$ cat config.mk
export PLATFORM = sky130hd
export DESIGN_NAME = orion_join_sync
export DESIGN_NICKNAME = d
export VERILOG_FILES = /design/src/rtl/orion_join_pkg.sv /design/src/rtl/orion_sync_bit.sv /design/src/rtl/orion_join_sync.sv
export SDC_FILE = /design/constraint.sdc
export NUM_CORES = 1
export LEC_CHECK = 0
export BUFFER_PORTS_ARGS = -buffer_cell sky130_fd_sc_hd__buf_4
export CAP_MARGIN = 20
export CORE_MARGIN = 4
export CORE_UTILIZATION = 35
export DETAILED_ROUTE_END_ITERATION = 7
export PLACE_DENSITY = 0.68
export SYNTH_ARGS = -nofsm -noshare
export SYNTH_HDL_FRONTEND = slang
export SYNTH_SLANG_ARGS = --single-unit
$ cat constraint.sdc
create_clock -name clk -period 1.68 [get_ports clk]
set_input_delay 0 -clock clk [delete_from_list [all_inputs] [get_ports clk]]
set_output_delay 0 -clock clk [all_outputs]
set_load 0.02 [all_outputs]
$ cat src/rtl/orion_join_pkg.sv
// Shared constants, state type and slicing helper for the orion clocked join.
package orion_join_pkg;

  localparam int unsigned ACK_DECOUPLED = 0;
  localparam int unsigned ACK_COUPLED   = 1;

  typedef enum logic {
    IDLE     = 1'b0,
    OUT_WAIT = 1'b1
  } join_state_e;

  // Low bit index of channel ch in a packed bus of width-bit channels.
  function automatic int unsigned chan_lsb(input int unsigned ch, input int unsigned width);
    return ch * width;
  endfunction

endpackage

$ cat src/rtl/orion_sync_bit.sv
// STAGES-deep synchroniser for one phase bit; depth 0 is a plain wire.
module orion_sync_bit #(
  parameter int unsigned STAGES = 2,
  parameter logic        P_INIT = 1'b0
) (
  input  logic clk,
  input  logic reset,
  input  logic d,
  output logic q
);

  generate
    if (STAGES == 0) begin : g_bypass
      assign q = d;
    end else begin : g_chain
      logic [STAGES-1:0] chain_q;
      logic [STAGES-1:0] chain_d;

      // Shift the incoming bit one stage further down the chain.
      always_comb begin
        chain_d    = chain_q;
        chain_d[0] = d;
        for (int unsigned i = 1; i < STAGES; i++) begin
          chain_d[i] = chain_q[i-1];
        end
      end

      // Chain register, reset to the idle phase.
      always_ff @(posedge clk) begin
        if (reset) begin
          chain_q <= {STAGES{P_INIT}};
        end else begin
          chain_q <= chain_d;
        end
      end

      assign q = chain_q[STAGES-1];
    end
  endgenerate

endmodule

$ cat src/rtl/orion_join_sync.sv
// Clocked NUM_IN-way two-phase join with optional input synchronisers and
// selectable decoupled/coupled input acknowledge.
module orion_join_sync
  import orion_join_pkg::*;
#(
  parameter int unsigned NUM_IN      = 2,
  parameter int unsigned DATA_W      = 8,
  parameter logic        P_INIT      = 1'b0,
  parameter int unsigned SYNC_STAGES = 2,
  parameter int unsigned ACK_MODE    = 0,
  parameter int unsigned CNT_W       = 16
) (
  input  logic                     clk,
  input  logic                     reset,
  input  logic [NUM_IN-1:0]        in_req,
  output logic [NUM_IN-1:0]        in_ack,
  input  logic [NUM_IN*DATA_W-1:0] in_data,
  output logic                     out_req,
  input  logic                     out_ack,
  output logic [NUM_IN*DATA_W-1:0] out_data,
  output logic                     busy,
  output logic [CNT_W-1:0]         join_count
);

  logic [NUM_IN-1:0] s_req;
  logic              s_ack;

  generate
    for (genvar i = 0; i < NUM_IN; i++) begin : g_req_sync
      orion_sync_bit #(
        .STAGES (SYNC_STAGES),
        .P_INIT (P_INIT)
      ) u_sync_req (
        .clk   (clk),
        .reset (reset),
        .d     (in_req[i]),
        .q     (s_req[i])
      );
    end
  endgenerate

  orion_sync_bit #(
    .STAGES (SYNC_STAGES),
    .P_INIT (P_INIT)
  ) u_sync_ack (
    .clk   (clk),
    .reset (reset),
    .d     (out_ack),
    .q     (s_ack)
  );

  join_state_e               state_q, state_d;
  logic                      out_req_q, out_req_d;
  logic [NUM_IN-1:0]         in_ack_q, in_ack_d;
  logic [NUM_IN*DATA_W-1:0]  out_data_q, out_data_d;
  logic [CNT_W-1:0]          join_count_q, join_count_d;

  logic [NUM_IN-1:0] pend;
  logic              all_pend;
  logic              out_free;
  logic              fire;

  // Join condition, data capture, phase toggles and state transitions.
  always_comb begin
    pend     = s_req ^ in_ack_q;
    all_pend = &pend;
    out_free = (out_req_q == s_ack);

    if (ACK_MODE == ACK_COUPLED) begin
      fire = all_pend & out_free & (state_q == IDLE);
    end else begin
      fire = all_pend & out_free;
    end

    state_d      = state_q;
    out_req_d    = out_req_q;
    in_ack_d     = in_ack_q;
    out_data_d   = out_data_q;
    join_count_d = join_count_q;

    if (fire) begin
      for (int unsigned ch = 0; ch < NUM_IN; ch++) begin
        out_data_d[chan_lsb(ch, DATA_W) +: DATA_W] = in_data[chan_lsb(ch, DATA_W) +: DATA_W];
      end
      out_req_d    = ~out_req_q;
      join_count_d = join_count_q + CNT_W'(1);
      state_d      = OUT_WAIT;
      if (ACK_MODE != ACK_COUPLED) begin
        in_ack_d = ~in_ack_q;
      end
    end else if ((state_q == OUT_WAIT) && out_free) begin
      // In coupled mode the inputs are only released once the output ack is back.
      state_d = IDLE;
      if (ACK_MODE == ACK_COUPLED) begin
        in_ack_d = ~in_ack_q;
      end
    end
  end

  // State and phase registers; reset discards any outstanding token.
  always_ff @(posedge clk) begin
    if (reset) begin
      state_q      <= IDLE;
      out_req_q    <= P_INIT;
      in_ack_q     <= {NUM_IN{P_INIT}};
      out_data_q   <= '0;
      join_count_q <= '0;
    end else begin
      state_q      <= state_d;
      out_req_q    <= out_req_d;
      in_ack_q     <= in_ack_d;
      out_data_q   <= out_data_d;
      join_count_q <= join_count_d;
    end
  end

  assign in_ack     = in_ack_q;
  assign out_req    = out_req_q;
  assign out_data   = out_data_q;
  assign join_count = join_count_q;
  assign busy       = (state_q == OUT_WAIT);

endmodule

==> impl_results.html, run 1 <==
<table>
<tr><th>Metric</th><th>Value</th></tr>
<tr><th colspan="2">Floorplanning</th></tr>
<tr><td>Site row count</td><td>24</td></tr>
<tr><td>Count of pins on the block boundary</td><td>57</td></tr>
<tr><td>Width of the chip</td><td>about 76 um</td></tr>
<tr><td>Initial core utilization</td><td>0.367</td></tr>
<tr><td>DIE AREA</td><td>0.00579 mm2</td></tr>
<tr><td>Area inside the core boundary</td><td>~0.0044 mm2</td></tr>
<tr><td>Die height</td><td>76.1 um</td></tr>
<tr><th colspan="2">Power</th></tr>
<tr><td>PwrDens</td><td>~750 mW/mm2</td></tr>
<tr><td>Static leakage power</td><td>around 0.0011 uW</td></tr>
<tr><td>Fraction of power spent switching nets</td><td>0.217</td></tr>
<tr><td>Worst supply voltage drop on vdd</td><td>0.632 mV</td></tr>
<tr><td>Clock network fraction of design power</td><td>0.409</td></tr>
<tr><td>Relative contribution of combinational cells to total power</td><td>0.078</td></tr>
<tr><td>Cell-internal power</td><td>between 1500 and 2000 uW</td></tr>
<tr><td>Net Switching</td><td>between 400 and 500 uW</td></tr>
<tr><td>Portion of total power attributed to sequential cells</td><td>0.513</td></tr>
<tr><th colspan="2">Yosys</th></tr>
<tr><td>Most frequently used flop master after synthesis</td><td>sky130_fd_sc_hd__dfxtp_1</td></tr>
<tr><td>Post-Synthesis Mean Instance Area</td><td>about 8.8 um2</td></tr>
<tr><td>Area contributors post-synth</td><td>sky130_fd_sc_hd__dfxtp_1 (52%), sky130_fd_sc_hd__nand2_1 (9.5%), sky130_fd_sc_hd__a21oi_1 (9.0%), sky130_fd_sc_hd__o31ai_1 (3.2%), sky130_fd_sc_hd__or4_1 (3.2%)</td></tr>
<tr><td>Fraction of synthesized cell area taken by the top area cell type</td><td>0.519</td></tr>
<tr><td>Post-Syn Instances</td><td>about 190</td></tr>
<tr><td>Flop and latch count out of synthesis</td><td>42</td></tr>
<tr><td>Largest area contributor in the synthesized netlist</td><td>sky130_fd_sc_hd__dfxtp_1</td></tr>
<tr><td>Post-synth top cells</td><td>sky130_fd_sc_hd__dfxtp_1 (42), sky130_fd_sc_hd__nand2_1 (41), sky130_fd_sc_hd__a21oi_1 (29)</td></tr>
<tr><td>Number of enable-type register cells in the synthesized netlist</td><td>0</td></tr>
<tr><td>Number of nets in the synthesized netlist</td><td>207</td></tr>
<tr><td>Number of distinct library cells after synthesis</td><td>25</td></tr>
<tr><td>Dominant cell by count in the synthesized netlist</td><td>sky130_fd_sc_hd__dfxtp_1</td></tr>
<tr><td>Synthesized area</td><td>0.00162 mm2</td></tr>
<tr><td>Asr flop ratio synth</td><td>0</td></tr>
<tr><td>Proportion of synthesized chip area in sequential cells</td><td>0.519</td></tr>
<tr><td>Total number of yosys warnings</td><td>0</td></tr>
<tr><th colspan="2">Drt</th></tr>
<tr><td>Detailed-route vias per instance</td><td>roughly 5</td></tr>
<tr><td>Remaining antenna violation count</td><td>0</td></tr>
<tr><td>Initial drt markers</td><td>40</td></tr>
<tr><td>Wire length per cell</td><td>between 10 and 15 um</td></tr>
<tr><td>Detailed-routing iteration count for the pre-antenna-repair pass</td><td>4</td></tr>
<tr><td>Number of design rule violations left after detail routing</td><td>0</td></tr>
<tr><td>Sum of routed wire length over all layers</td><td>about 4300 um</td></tr>
<tr><td>Via count</td><td>1,617</td></tr>
<tr><th colspan="2">Global route</th></tr>
<tr><td>Pin count of the biggest net entering global routing</td><td>43</td></tr>
<tr><td>Initial antenna violation count</td><td>0</td></tr>
<tr><td>Remaining global-route overflow</td><td>0</td></tr>
<tr><td>Global-route wire length before repair</td><td>6960 um</td></tr>
<tr><td>GR Util All Layers</td><td>0.144</td></tr>
<tr><td>Vias in the first global route</td><td>around 1,600</td></tr>
<tr><th colspan="2">Clocking</th></tr>
<tr><td>Register clock-pin slew on the reported worst setup and hold paths</td><td>roughly 0.08 ns</td></tr>
<tr><td>Clk_lat worst skew</td><td>approximately 0.3 ns</td></tr>
<tr><td>CTS Root Buffer Type</td><td>sky130_fd_sc_hd__clkbuf_8</td></tr>
<tr><td>CTS tree</td><td>built</td></tr>
<tr><td>Sink Count</td><td>42</td></tr>
<tr><td>CTS Buffer Depth</td><td>2</td></tr>
<tr><td>Number of H-tree levels</td><td>2</td></tr>
<tr><td>TritonCTS Buffers</td><td>5</td></tr>
<tr><th colspan="2">Place</th></tr>
<tr><td>Worst slack at placement</td><td>about 0.0042 ns</td></tr>
<tr><td>Number of port buffers</td><td>between 50 and 60</td></tr>
<tr><td>Last weighted congestion value of the routability-driven placer</td><td>roughly 0.78</td></tr>
<tr><td>HPWL after DPL</td><td>between 2000 and 3000 um</td></tr>
<tr><th colspan="2">Final layout</th></tr>
<tr><td>Register area</td><td>around 860 um2</td></tr>
<tr><td>Multi-input logic area</td><td>790 um2</td></tr>
<tr><td>Syn-to-layout area delta</td><td>61.6%</td></tr>
<tr><td>Share of post-route cells with drive strength above 1</td><td>0.352</td></tr>
<tr><td>Number of nets in the finished design</td><td>slightly above 300</td></tr>
<tr><td>FILL cells</td><td>395</td></tr>
<tr><td>Count of inserted antenna diode cells</td><td>0</td></tr>
<tr><th colspan="2">Job</th></tr>
<tr><td>Max-cap check violation count</td><td>0</td></tr>
<tr><th colspan="2">Timing</th></tr>
<tr><td>PnR worst setup slack</td><td>0.0500 ns</td></tr>
<tr><td>Count of pins over their slew limit</td><td>0</td></tr>
<tr><td>Max transition margin</td><td>0.696</td></tr>
<tr><td>Measured slew at the worst slew-check pin</td><td>0.457 ns</td></tr>
<tr><td>Maximum achievable frequency</td><td>roughly 610 MHz</td></tr>
<tr><td>Share of the clock period used by the worst path</td><td>0.970</td></tr>
<tr><td>Setup skew after layout</td><td>0.00659 ns</td></tr>
<tr><td>Final hold violation count</td><td>0</td></tr>
<tr><td>Worst Hold Slack</td><td>between 0.1 and 0.15 ns</td></tr>
<tr><td>Time the final worst path needs with I/O delays and setup</td><td>approximately 1.6 ns</td></tr>
<tr><td>Total setup violations reported at the end of the flow</td><td>0</td></tr>
<tr><th colspan="2">Critical path</th></tr>
<tr><td>Biggest fanout along the worst timing path</td><td>6</td></tr>
<tr><td>Arrival time at the worst endpoint</td><td>1.86 ns</td></tr>
<tr><td>Kind of end point of the critical path</td><td>flip-flop</td></tr>
<tr><td>Critical path startpoint category</td><td>flip-flop</td></tr>
<tr><td>Category of the most critical setup path</td><td>flip-flop to flip-flop</td></tr>
<tr><td>Worst endpoint required time</td><td>about 1.9 ns</td></tr>
<tr><th colspan="2">Status</th></tr>
<tr><td>Run status</td><td>complete, no violations</td></tr>
<tr><th colspan="2">Hold path</th></tr>
<tr><td>Worst min path class</td><td>input port to flip-flop</td></tr>
</table>
sequential cells by signal, indices dropped and copies added (netlist names):
register	cells
join_count	16
g_req_sync.u_sync_req.g_chain.chain_q	4
out_data	16
busy	1
in_ack	2
out_req	1
u_sync_ack.g_chain.chain_q	2
per-stage QoR:
step                 util  cell area, um2  instances  power, uW  setup TNS, ns
CTS                 0.569            2510        327       1990              0
global route        0.594            2620        333       2050        -0.0480
finish              0.594            2620        333       1970              0
floorplan               -            1630        185       1080              0
detailed placement  0.496            2190        297       1140              0
global placement    0.496            2190        297       1140              0
power by group through the flow:
stage                     Combinational [uW]  Clock, uW  Sequential, uW
after detailed placement                 103          0            1040
after global placement                   102          0            1040
after CTS                                144        831            1010
after global routing                     167        873            1010
final                                    154        806            1010
after floorplan                         39.2          0            1040
layout by cell type, fill, tap and decap left out, drive strengths merged:
cell,count
a21oi,29
and2,1
and3,3
and4,2
buf,78
bufinv,1
clkbuf,5
clkinv,1
dfxtp,42
dlygate4sd3,19
ha,1
inv,3
mux2i,1
nand2,41
nand2b,1
nand3,3
nand4,6
nor2,7
nor2b,6
o21ai,4
o31ai,7
or3,4
or4,7
xnor2,4
xor2,5
final cells by class:
type,instances,area share
Timing Repair Buffer,97,0.301
Tap cell,52,0.0248
Clock buffer,5,0.0263
Inverter,2,0.00287
Multi-Input combinational cell,132,0.301
Clock inverter,3,0.0167
Sequential cell,42,0.327
worst max-delay path, cell delays in order (launching register included):
cell and delay [ns]:
sky130_fd_sc_hd__dfxtp_4 0.38, sky130_fd_sc_hd__xor2_4 0.22, sky130_fd_sc_hd__nand4_1 0.18, sky130_fd_sc_hd__buf_6 0.18, sky130_fd_sc_hd__or4_1 0.48, sky130_fd_sc_hd__a21oi_2 0.13
cells by family after synthesis:
kind of cell | Yosys count | share of synthesized area
muxes | 1 | 0.00617
adders and majority gates | 1 | 0.00771
buffers and inverters | 11 | 0.0270
and+or+nand+nor | 81 | 0.248
xor gates and xnor gates | 9 | 0.0579
DFF | 42 | 0.519
AOI/OAI and AO/OA | 40 | 0.134
final timing paths:
path	from	end	slack, ns	cells past startpoint
worst max-delay path	in_ack[0]$_SDFFE_PP0P_	join_count[15]$_SDFFE_PP0P_	0.05	5
worst min-delay path	reset	out_req$_SDFFE_PP0P_	0.13	2
worst max register to register	in_ack[0]$_SDFFE_PP0P_	join_count[15]$_SDFFE_PP0P_	0.05	5
worst min register to register	u_sync_ack.g_chain.chain_q[0]$_SDFF_PP0_	u_sync_ack.g_chain.chain_q[1]$_SDFF_PP0_	0.44	1
timing repair:
action | in CTS | in global routing
buffers inserted | 3 | 5
hold buffers | 19 | 0
gates resized for setup | 0 | 16
cloned | 0 | 1
hold endpoints to repair | 19 | 0
endpoints found under the setup margin | 2 | 7
pin swaps | 2 | 5
metal layers:
metal | track usage | part of all wire | up-vias
met4 | 0.0472 | 0.0079 | 0
met5 | 0 | 0 | -
li1 | - | - | 826
met2 | 0.241 | 0.48 | 47
met1 | 0.160 | 0.43 | 739
met3 | 0.0686 | 0.089 | 5
(Power assumes the default switching activity.)
==> run 2: changes to the inputs <==
- CELL_PAD_IN_SITES_DETAIL_PLACEMENT: default -> 0
- CELL_PAD_IN_SITES_GLOBAL_PLACEMENT: default -> 1
- PLACE_DENSITY: 0.68 -> 0.86
==> impl_results.html, run 2 (synthesized netlist as in run 1, its figures left out) <==
<table>
<tr><th>Metric</th><th>Value</th></tr>
<tr><th colspan="2">Place</th></tr>
<tr><td>Number of placed cells counting well taps</td><td>296 (-0.34%)</td></tr>
<tr><td>Number of port buffers</td><td>56 (unchanged)</td></tr>
<tr><td>Last weighted congestion value of the routability-driven placer</td><td>0.777 (-0.58%)</td></tr>
<tr><td>HPWL after DPL</td><td>2610 um (-3.1%)</td></tr>
<tr><th colspan="2">Power</th></tr>
<tr><td>Static leakage power</td><td>0.00102 uW (-4.6%)</td></tr>
<tr><td>Overall power consumption</td><td>1980 uW (+0.33%)</td></tr>
<tr><td>PwrDens</td><td>775 mW/mm2 (+3.0%)</td></tr>
<tr><td>Worst supply voltage drop on vdd</td><td>0.577 mV (-8.6%)</td></tr>
<tr><th colspan="2">Critical path</th></tr>
<tr><td>Reg-to-reg setup timing slack</td><td>0.07 ns (+0.02 ns)</td></tr>
<tr><td>Critical path startpoint category</td><td>flip-flop</td></tr>
<tr><td>Biggest fanout along the worst timing path</td><td>13 (+7)</td></tr>
<tr><td>Kind of end point of the critical path</td><td>flip-flop</td></tr>
<tr><td>Worst endpoint required time</td><td>1.91 ns (about the same)</td></tr>
<tr><td>Worst-path cell chain</td><td>xor2_4 -&gt; nand4_1 -&gt; buf_4 -&gt; or4_1 -&gt; a21oi_1</td></tr>
<tr><td>Max stage delay on crit path</td><td>0.46 ns (-0.02 ns)</td></tr>
<tr><td>RR Endpoint</td><td>join_count[13]$_SDFFE_PP0P_</td></tr>
<tr><td>Arrival time at the worst endpoint</td><td>1.84 ns (-0.02 ns)</td></tr>
<tr><td>Reg2reg start</td><td>g_req_sync[0].u_sync_req.g_chain.chain_q[1]$_SDFF_PP0_</td></tr>
<tr><td>Category of the most critical setup path</td><td>flip-flop to flip-flop</td></tr>
<tr><td>Reg2reg path depth</td><td>5 (unchanged)</td></tr>
<tr><td>Buffering stage count on the worst path with inverters included</td><td>1 (unchanged)</td></tr>
<tr><td>Cell family contributing the most delay on the critical path</td><td>simple AND/OR/NAND/NOR gates</td></tr>
<tr><td>Crit-path slowest cell</td><td>sky130_fd_sc_hd__or4_1</td></tr>
<tr><th colspan="2">Final layout</th></tr>
<tr><td>Share of post-route cells with drive strength above 1</td><td>0.322 (-0.0300)</td></tr>
<tr><td>Count of inserted antenna diode cells</td><td>0 (unchanged)</td></tr>
<tr><td>Non-filler cells, final</td><td>325 (-2.4%)</td></tr>
<tr><td>Leading cell types in the layout, fill and taps excluded</td><td>sky130_fd_sc_hd__buf_4 (69), sky130_fd_sc_hd__nand2_1 (41), sky130_fd_sc_hd__dfxtp_1 (37), sky130_fd_sc_hd__a21oi_1 (29), sky130_fd_sc_hd__dlygate4sd3_1 (19)</td></tr>
<tr><td>Syn-to-layout area delta</td><td>57.4%</td></tr>
<tr><td>Most common cell after layout, fill and taps aside</td><td>sky130_fd_sc_hd__buf_4</td></tr>
<tr><td>Number of nets in the finished design</td><td>294 (-2.6%)</td></tr>
<tr><th colspan="2">Global route</th></tr>
<tr><td>Vias in the first global route</td><td>1,617 (+4.2%)</td></tr>
<tr><td>Global-route wire length before repair</td><td>7120 um (+2.3%)</td></tr>
<tr><td>GR Util All Layers</td><td>0.146 (+0.00193)</td></tr>
<tr><td>Pin count of the biggest net entering global routing</td><td>43 (unchanged)</td></tr>
<tr><td>Remaining global-route overflow</td><td>0 (unchanged)</td></tr>
<tr><td>Initial antenna violation count</td><td>0 (unchanged)</td></tr>
<tr><th colspan="2">Clocking</th></tr>
<tr><td>Clk_lat worst skew</td><td>0.29 ns (about the same)</td></tr>
<tr><td>CTS Root Buffer Type</td><td>sky130_fd_sc_hd__clkbuf_8</td></tr>
<tr><td>CTS tree</td><td>built</td></tr>
<tr><td>Number of H-tree levels</td><td>2 (unchanged)</td></tr>
<tr><td>CTS Buffer Depth</td><td>2 (unchanged)</td></tr>
<tr><td>TritonCTS Buffers</td><td>5 (unchanged)</td></tr>
<tr><td>Sink Count</td><td>42 (unchanged)</td></tr>
<tr><td>Register clock-pin slew on the reported worst setup and hold paths</td><td>0.08 ns (about the same)</td></tr>
<tr><th colspan="2">Hold path</th></tr>
<tr><td>Sink of the worst hold path</td><td>join_count[3]$_SDFFE_PP0P_</td></tr>
<tr><td>Worst min path class</td><td>input port to flip-flop</td></tr>
<tr><td>Hold Startpoint</td><td>reset</td></tr>
<tr><td>Worst hold path depth</td><td>2 (unchanged)</td></tr>
<tr><th colspan="2">Floorplanning</th></tr>
<tr><td>Count of pins on the block boundary</td><td>57 (unchanged)</td></tr>
<tr><td>Initial core utilization</td><td>0.367 (unchanged)</td></tr>
<tr><td>Site row count</td><td>24 (unchanged)</td></tr>
<tr><td>Width of the chip</td><td>76.1 um (unchanged)</td></tr>
<tr><td>Area inside the core boundary</td><td>0.00441 mm2 (unchanged)</td></tr>
<tr><td>DIE AREA</td><td>0.00579 mm2 (unchanged)</td></tr>
<tr><td>Die height</td><td>76.1 um (unchanged)</td></tr>
<tr><th colspan="2">Timing</th></tr>
<tr><td>Count of pins over their slew limit</td><td>0 (unchanged)</td></tr>
<tr><td>Max transition margin</td><td>0.717 (+0.0211)</td></tr>
<tr><td>Share of the clock period used by the worst path</td><td>0.956 (-0.0143)</td></tr>
<tr><td>Measured slew at the worst slew-check pin</td><td>0.425 ns (-0.0317 ns)</td></tr>
<tr><td>Final hold violation count</td><td>0 (unchanged)</td></tr>
<tr><td>Setup skew after layout</td><td>0.00322 ns (-0.00337 ns)</td></tr>
<tr><td>Maximum achievable frequency</td><td>623 MHz (+1.5%)</td></tr>
<tr><td>Time the final worst path needs with I/O delays and setup</td><td>1.61 ns (-0.0240 ns)</td></tr>
<tr><td>Total setup violations reported at the end of the flow</td><td>0 (unchanged)</td></tr>
<tr><th colspan="2">Drt</th></tr>
<tr><td>Detailed-routing iteration count for the pre-antenna-repair pass</td><td>4 (unchanged)</td></tr>
<tr><td>Remaining antenna violation count</td><td>0 (unchanged)</td></tr>
<tr><td>Sum of routed wire length over all layers</td><td>4140 um (-4.2%)</td></tr>
<tr><td>Detailed-route vias per instance</td><td>4.98 (+2.7%)</td></tr>
<tr><td>Number of design rule violations left after detail routing</td><td>0 (unchanged)</td></tr>
<tr><td>Wire length per cell</td><td>12.7 um (-1.8%)</td></tr>
<tr><td>Via count</td><td>1,620 (+0.19%)</td></tr>
<tr><td>Initial drt markers</td><td>62 (+55%)</td></tr>
<tr><th colspan="2">Status</th></tr>
<tr><td>Run status</td><td>complete, no violations</td></tr>
<tr><th colspan="2">Job</th></tr>
<tr><td>Max-cap check violation count</td><td>0 (unchanged)</td></tr>
</table>
-- run 2: cell types whose count changed in the layout (fill, tap and decap cells not counted), moves of 2 or more --
cell	delta
sky130_fd_sc_hd__buf_4	-6
sky130_fd_sc_hd__a21oi_1	+2
sky130_fd_sc_hd__a21oi_2	-2
sky130_fd_sc_hd__dfxtp_4	-2
-- run 2: metal layers --
layer | track usage | wire length (um) | up-vias | share of wire
li1 | - | - | 815 | -
met1 | 0.157 | 1700 | 746 | 0.41
met2 | 0.259 | 2070 | 50 | 0.50
met3 | 0.0579 | 317 | 9 | 0.077
met4 | 0.0455 | 57 | 0 | 0.014
met5 | 0 | 0 | - | 0
-- run 2: where the power goes --
group          switching [uW]  total, uW  internal [uW]
registers                8.98       1020           1010
clock network             373        819            446
logic                    57.8        145           87.4
total                     440       1980           1540
-- run 2: repair_timing --
action | CTS | global route
setup buffers | 0 | 2
endpoints found under the setup margin | 4 | 7
hold buffers | 19 | 0
gates resized for setup | 1 | 10
gates cloned | 0 | 0
pin swaps | 0 | 3
endpoints found under the hold margin | 19 | 0
-- run 2: worst reg2reg max path, delay by kind of cell (launching register included) --
kind	cells	cell delay [ns]
buf+inv	1	0.19
xor+xnor	1	0.24
compound gates	1	0.14
simple gates	2	0.58
flops	1	0.39
-- run 2: metrics by stage --
step	utilization	TNS [ns]	setup slack [ns]	area (um2)	hold slack, ns
after global routing	0.578	-0.0462	-0.0238	2550	0.147
final	0.578	0	0.0740	2550	0.124
after detailed placement	0.494	0	0.0268	2180	0.221
after floorplan	-	0	0.0248	1630	0.128
after CTS	0.565	0	0.00306	2490	0.132
after global placement	0.494	0	0.0596	2180	0.214
-- run 2: worst max-delay path by stage --
stage	start	end	slack (ns)	cells past startpoint
finish	g_req_sync[0].u_sync_req.g_chain.chain_q[1]$_SDFF_PP0_	join_count[13]$_SDFFE_PP0P_	0.07	5
global route	out_req$_SDFFE_PP0P_	join_count[13]$_SDFFE_PP0P_	-0.02	5
CTS	in_ack[0]$_SDFFE_PP0P_	join_count[13]$_SDFFE_PP0P_	0.003	5
detailed placement	out_req$_SDFFE_PP0P_	join_count[13]$_SDFFE_PP0P_	0.03	5
global placement	out_req$_SDFFE_PP0P_	join_count[15]$_SDFFE_PP0P_	0.06	5
floorplan	in_ack[1]$_SDFFE_PP0P_	join_count[14]$_SDFFE_PP0P_	0.02	4
-- run 2: layout make-up --
cell class	instances	area (um2)
fill	407	1860
clock inverter	3	43.8
sequential	42	850
inverter	2	7.51
timing repair buffer	89	728
multi-input combinational	132	790
clock buffer	5	68.8
tap	52	65.1
